File: config.mk
export PLATFORM = sky130hd
export DESIGN_NAME = fifo_sync_core
export DESIGN_NICKNAME = d
export VERILOG_FILES = /design/src/rtl/fifo_sync_core.sv
export SDC_FILE = /design/constraint.sdc
export NUM_CORES = 1
export LEC_CHECK = 0
export CAP_MARGIN = 30
export CORE_MARGIN = 3
export CORE_UTILIZATION = 54
export CTS_CLUSTER_SIZE = 10
export DETAILED_ROUTE_END_ITERATION = 6
export GPL_ROUTABILITY_DRIVEN = 0
export PLACE_DENSITY = 0.82
export SYNTH_ARGS = -nofsm -noshare
export SYNTH_HDL_FRONTEND = slang
export SYNTH_SLANG_ARGS = --single-unit
File: constraint.sdc
create_clock -name clk -period 2.9 [get_ports clk]
set_input_delay 0.58 -clock clk [delete_from_list [all_inputs] [get_ports clk]]
set_output_delay 0.58 -clock clk [all_outputs]
set_load 0.01 [all_outputs]
File: src/rtl/fifo_sync_core.sv
// fifo_sync_core: single-clock FIFO with a registered read port, a registered
// occupancy counter, and pointer/counter debug outputs for the FIFO checker.
// Optional feature macro: FIFO_ERR_FLAGS_EN adds sticky ovf/udf error flags.
//
// Request semantics: fifo_write and fifo_read are single-cycle requests
// sampled on every rising edge of clk. A write is accepted when
// fifo_write && (!fifo_full || fifo_read); a read is accepted when
// fifo_read && !fifo_empty. Rejected requests are dropped and never
// retried; the producer must watch fifo_full and the consumer fifo_empty.
// Read data appears on fifo_data_out one edge after the read is accepted.
module fifo_sync_core #(
    parameter int WIDTH = 16,
    parameter int DEPTH = 16
) (
    input  logic                     clk,
    input  logic                     rst,
    input  logic [WIDTH-1:0]         fifo_data_in,
    input  logic                     fifo_write,
    input  logic                     fifo_read,
    output logic [WIDTH-1:0]         fifo_data_out,
    output logic                     fifo_full,
    output logic                     fifo_empty,
    output logic [$clog2(DEPTH)-1:0] wr_ptr,
    output logic [$clog2(DEPTH)-1:0] rd_ptr,
    output logic [$clog2(DEPTH):0]   cntr
`ifdef FIFO_ERR_FLAGS_EN
    ,
    output logic                     ovf,
    output logic                     udf
`endif
);

    localparam int AW = $clog2(DEPTH);
    localparam logic [AW:0] FULL_CNT = (AW+1)'(DEPTH);

    logic [WIDTH-1:0] mem [DEPTH];
    logic             wr_en;
    logic             rd_en;

    // Accepted-request decode; a read at full frees the slot the write reuses.
    always_comb begin
        wr_en = fifo_write && (!fifo_full || fifo_read);
        rd_en = fifo_read && !fifo_empty;
    end

    // Flags come straight from the registered counter, so they move only on edges.
    always_comb begin
        fifo_full  = (cntr == FULL_CNT);
        fifo_empty = (cntr == '0);
    end

    // Storage array; deliberately not reset, writes in the reset cycle are ignored.
    always_ff @(posedge clk) begin
        if (!rst && wr_en) begin
            mem[wr_ptr] <= fifo_data_in;
        end
    end

    // Pointers wrap by natural overflow of their AW-bit width.
    always_ff @(posedge clk) begin
        if (rst) begin
            wr_ptr <= '0;
            rd_ptr <= '0;
        end else begin
            if (wr_en) wr_ptr <= wr_ptr + 1'b1;
            if (rd_en) rd_ptr <= rd_ptr + 1'b1;
        end
    end

    // Registered read port; holds its value when no read is accepted.
    always_ff @(posedge clk) begin
        if (rst) begin
            fifo_data_out <= '0;
        end else if (rd_en) begin
            fifo_data_out <= mem[rd_ptr];
        end
    end

    // Occupancy counter; simultaneous accepted read and write cancel out.
    always_ff @(posedge clk) begin
        if (rst) begin
            cntr <= '0;
        end else begin
            case ({wr_en, rd_en})
                2'b10:   cntr <= cntr + 1'b1;
                2'b01:   cntr <= cntr - 1'b1;
                default: cntr <= cntr;
            endcase
        end
    end

`ifdef FIFO_ERR_FLAGS_EN
    // Sticky error flags recording dropped requests; cleared only by reset.
    always_ff @(posedge clk) begin
        if (rst) begin
            ovf <= 1'b0;
            udf <= 1'b0;
        end else begin
            if (fifo_write && fifo_full && !fifo_read) ovf <= 1'b1;
            if (fifo_read && fifo_empty && !fifo_write) udf <= 1'b1;
        end
    end
`endif

endmodule

# After elaboration in Yosys (flattened, before gate mapping)
# Memories as Yosys holds them, arrays and structs flattened. A register that Yosys moved wholly into a read port is not among the register bits.
# Cells that the tools add are included.
[word_totals]
regBits = 13
ram_bits = 256
out_inout_bits = 31
elab_cells = 23
memories = 1
[memory_table]
columns = ["name", "depth", "word_bits", "read_ports", "rd_ports_with_merged_regs", "wr", "line_no", "source"]
rows = [
  ["mem", 16, 16, 1, 1, 1, "36", "logic [WIDTH-1:0] mem [DEPTH];"],
]
[op_classes]
addsub = 4
eq_ne = 3
mux = 3
reduce_logical = 9
[ops]
columns = ["op", "count"]
rows = [
  ["5-bit one-hot mux with 2 select lines", 1],
  ["4-bit by 1-bit adder with 4-bit output, second input constant", 2],
  ["5-bit by 1-bit adder with 5-bit output, second input constant", 1],
  ["5-bit equality test, second input constant", 1],
  ["5-bit zero test", 1],
  ["5-bit by 1-bit subtractor with 5-bit output, second input constant", 1],
  ["1-bit logical AND", 3],
  ["1-bit zero test", 3],
  ["2-bit by 1-bit equality test with 1-bit output, second input constant", 1],
  ["2-bit equality test, second input constant", 1],
  ["1-bit two-way mux", 2],
  ["2-bit nonzero test", 1],
  ["1-bit logical OR", 1],
]

# Depth between registers and ports, before layout
[logic_depth]
word_depth = 7
mapped_depth = 12

# Worst setup path before layout
# No wires, ideal clock.
[synth_path]
kind = "reg-to-reg"
start = "reg cntr[0]"
end = "reg cntr[4]"
setup_ns = 0.121
arrival_time_ns = 2.911
slack_ns = -0.132
stages_incl_launch_ff = 13
n_path_buf = 1
path_cell_list = "dfxtp_1 > or4_4 > o31a_1 > buf_6 > inv_1 > ha_1 > inv_1 > fa_1 > nor2b_1 > o21ai_0 > nand3_1 > or3b_1 > mux2_2"
[synth_via]
elab_chain_cells = 6
[synth_rtl]
columns = ["element", "line_no", "source"]
rows = [
  ["from (decl)", "25", "output logic [$clog2(DEPTH):0] cntr"],
  ["from (signal assigned)", "85", "2'b10: cntr <= cntr + 1'b1;"],
  ["from (signal assigned)", "86", "2'b01: cntr <= cntr - 1'b1;"],
  ["from (signal assigned)", "87", "default: cntr <= cntr;"],
  ["5-bit equality test", "48", "fifo_full = (cntr == FULL_CNT);"],
  ["1-bit zero test", "42", "wr_en = fifo_write && (!fifo_full || fifo_read);"],
  ["1-bit logical OR", "42", ""],
  ["1-bit logical AND", "42", ""],
  ["2-bit by 1-bit equality test with 1-bit output or 2-bit equality test (tied branches)", "84", "case ({wr_en, rd_en})"],
  ["5-bit one-hot mux with 2 select lines or 2-bit nonzero test (tied branches)", "n/a", ""],
]
# Several ways; a longest one is shown, not always the timed one.
# A chain may end at the register's enable or synchronous reset.

# Worst setup path in the final report
# Ends and elaborated chain as after synthesis.

==> out/metrics.cfg <==
[status]
status=complete, but fails checks
violations=setup timing

[floorplanning]
rows=51
core_area_um2=19800
die_x_um=149
initial_utilization=0.560
die_area_um2=22300
die_h_um=149
pin_count=51

[timing]
setup_viol=1
worst_slew_pin_slew_ns=0.629
slew_headroom=0.581
skew_ns=0.0198
drv_slew=0
max_freq_ghz=0.344
holdWs_ns=0.393
setup_ws_ns=-0.00451
hold_violations=0
post-route-period-util=1.00
finalSetupTns_ns=-0.00451
period_needed_ns=2.90
rsz0062_at_grt=true

[layout]
final_common_cell=edfxtp_1
ff_latch_area_um2=8280
fill_cells=1264
n_antenna_cell=0
multi_input_area_um2=2640
drive_gt1_frac=0.207
final_nets=739
mostFrequentLayoutCells=256 x edfxtp_1, 68 x nor2_1, 66 x mux2i_1
final_area_um2=13100
finalNonFillerCells=996
area_growth_pct=18.0

[critical_path]
cp-end-kind=register
critPathKind=register to register
cp_cell_sequence=or4_4, o31a_1, inv_2, ha_4, inv_2, fa_2, nor2b_4, o21ai_2, nand3_1, or3b_1, mux2_2
crit_buf_inv=2
cpLargestDelayFamily=simple AND/OR/NAND/NOR gates
cpPeakStageDelay_ns=0.54
arrival_ns=3.27
crit_path_start_kind=register
cp_common_cell=inv_2
cp_slowest_cell=or4_4
cp_max_fo=4
required_ns=3.27

[synthesis]
syn-cell-area_um2=11100
synth_top_area_frac=0.692
synthTopCellsByArea=edfxtp_1 69%, mux4_2 6.5%, mux2i_1 5.9%
ys_seq_elements=285
synth-edff-count=256
syn-mean-instance-area_um2=18.2
ys_warn_count=0
syn_inst=609
yosysSeqAreaShare=0.744
ys.flop_type=edfxtp_1
ys_async_sr_fraction=0
ys_types=36
synth_nets=639
yosysTopAreaCell=edfxtp_1

[clock_tree]
ctsRootBufferMaster=clkbuf_16
clockBufferDepth=3
cts_tree=done
cts_buffers=34
clkTransAtPathRegs_ns=0.05
clock_latency_ns=0.50
h-tree-depth=2
clock_sinks=285

[drt]
vias_per_cell=6.13
wirelength_mm=25.2
drc=0
drt_iter0_drc=668
dr.pass1.iters=5
ant_nets=0
detail_route.wl_per_cell_um=25.3
dr_total_vias=6110

[grt]
grt_antenna_before_repair=0
grt_pass1_vias=6355
grt_use_total=0.231
grt-ovfl-total=0
grt_max_degree=41
grt_pass1_wl_mm=38.0

[power_and_ir_drop]
ir_worst_vdd_mv=0.577
p_per_area_nw_per_um2=805
finalPower_mw=10.5
power_leakage_nw=4.13

[placed_design]
io_buffers=50
dpl.hpwl_mm=15.0
dpl_cell_area_um2=12100
placedCellCount=936

[run]
cap_violations=0

[hold_path]
hp-class=primary input to register

-- routing by layer --
layer / up-vias / track usage / share of wire
met3: 61 / 0.0436 / 0.074
met5: - / 0 / 0
met1: 3121 / 0.293 / 0.38
met4: 0 / 0.0796 / 0.027
li1: 2621 / - / -
met2: 307 / 0.405 / 0.52
-- worst paths after layout --
| kind | startpoint | to | slack, ns | cells past startpoint |
|---|---|---|---|---|
| worst max register to register | cntr[0] | cntr[4] | -0.005 | 11 |
| worst min-delay path | rst | fifo_data_out[13] | 0.39 | 2 |
| worst max-delay path | cntr[0] | cntr[4] | -0.005 | 11 |
| worst min register to register | fifo_data_out[11] | fifo_data_out[11] | 0.54 | 2 |
-- area by class of cell --
class	count	area share
Timing Repair Buffer	99	0.0659
Multi-Input combinational cell	281	0.201
Clock inverter	2	0.00105
Inverter	8	0.00229
Sequential cell	285	0.631
Tap cell	265	0.0253
Clock buffer	56	0.0728
-- flip-flops by register name, indices dropped and copies added, names as in the netlist --
| name | cells |
|---|---|
| fifo_data_out | 16 |
| wr_ptr | 4 |
| cntr | 5 |
| rd_ptr | 4 |
| mem | 256 |
-- cell usage after synthesis, types with 2 or more instances --
master and number:
o22ai_1 32, dfxtp_1 29, nand2_1 6, nor2b_1 4, nand3b_1 2, inv_1 8
or3_1 2, buf_1 2, xor2_1 5, a21oi_1 5, nor2_1 68, nand4_1 2
buf_2 15, a311oi_2 16, edfxtp_1 256, mux2i_1 66, a22oi_1 16, buf_6 4
clkbuf_1 9, ha_1 9, mux4_2 32, buf_4 5, xnor2_1 3
-- worst reg2reg max path, stage by stage (launching register included) --
cell	delay [ns]
dfxtp_2	0.32
or4_4	0.54
o31a_1	0.32
inv_2	0.09
ha_4	0.16
inv_2	0.06
fa_2	0.39
nor2b_4	0.14
o21ai_2	0.08
nand3_1	0.07
or3b_1	0.36
mux2_2	0.27
-- cell families after synthesis --
kind of cell / share of synthesized area
DFF: 0.744
muxes: 0.125
and+or+nand+nor: 0.0363
AOI/OAI and AO/OA: 0.0553
buffers and inverters: 0.0206
adders and majority gates: 0.0119
xor gates and xnor gates: 0.00631
-- where the power goes --
part           internal [mW]  switching [mW]
Combinational          0.942            1.06
Clock                   2.23            1.48
Sequential              4.67           0.160
-- per-stage QoR --
| stage | util | setup slack, ns |
|---|---|---|
| detailed placement | 0.610 | -0.215 |
| floorplan | - | -0.0573 |
| CTS | 0.659 | 0.0272 |
| global route | 0.661 | -0.0949 |
| global placement | 0.610 | -0.0734 |
| finish | 0.661 | -0.00451 |
-- repair_timing --
action / in CTS / in global routing
gates resized for setup: 3 / 2
setup endpoints to repair: 1 / 1
pin swaps: 1 / 4
cloned: 0 / 0
hold buffers: 0 / 0
buffers inserted: 0 / 2
No activity file was read; power rests on OpenSTA's default activity.
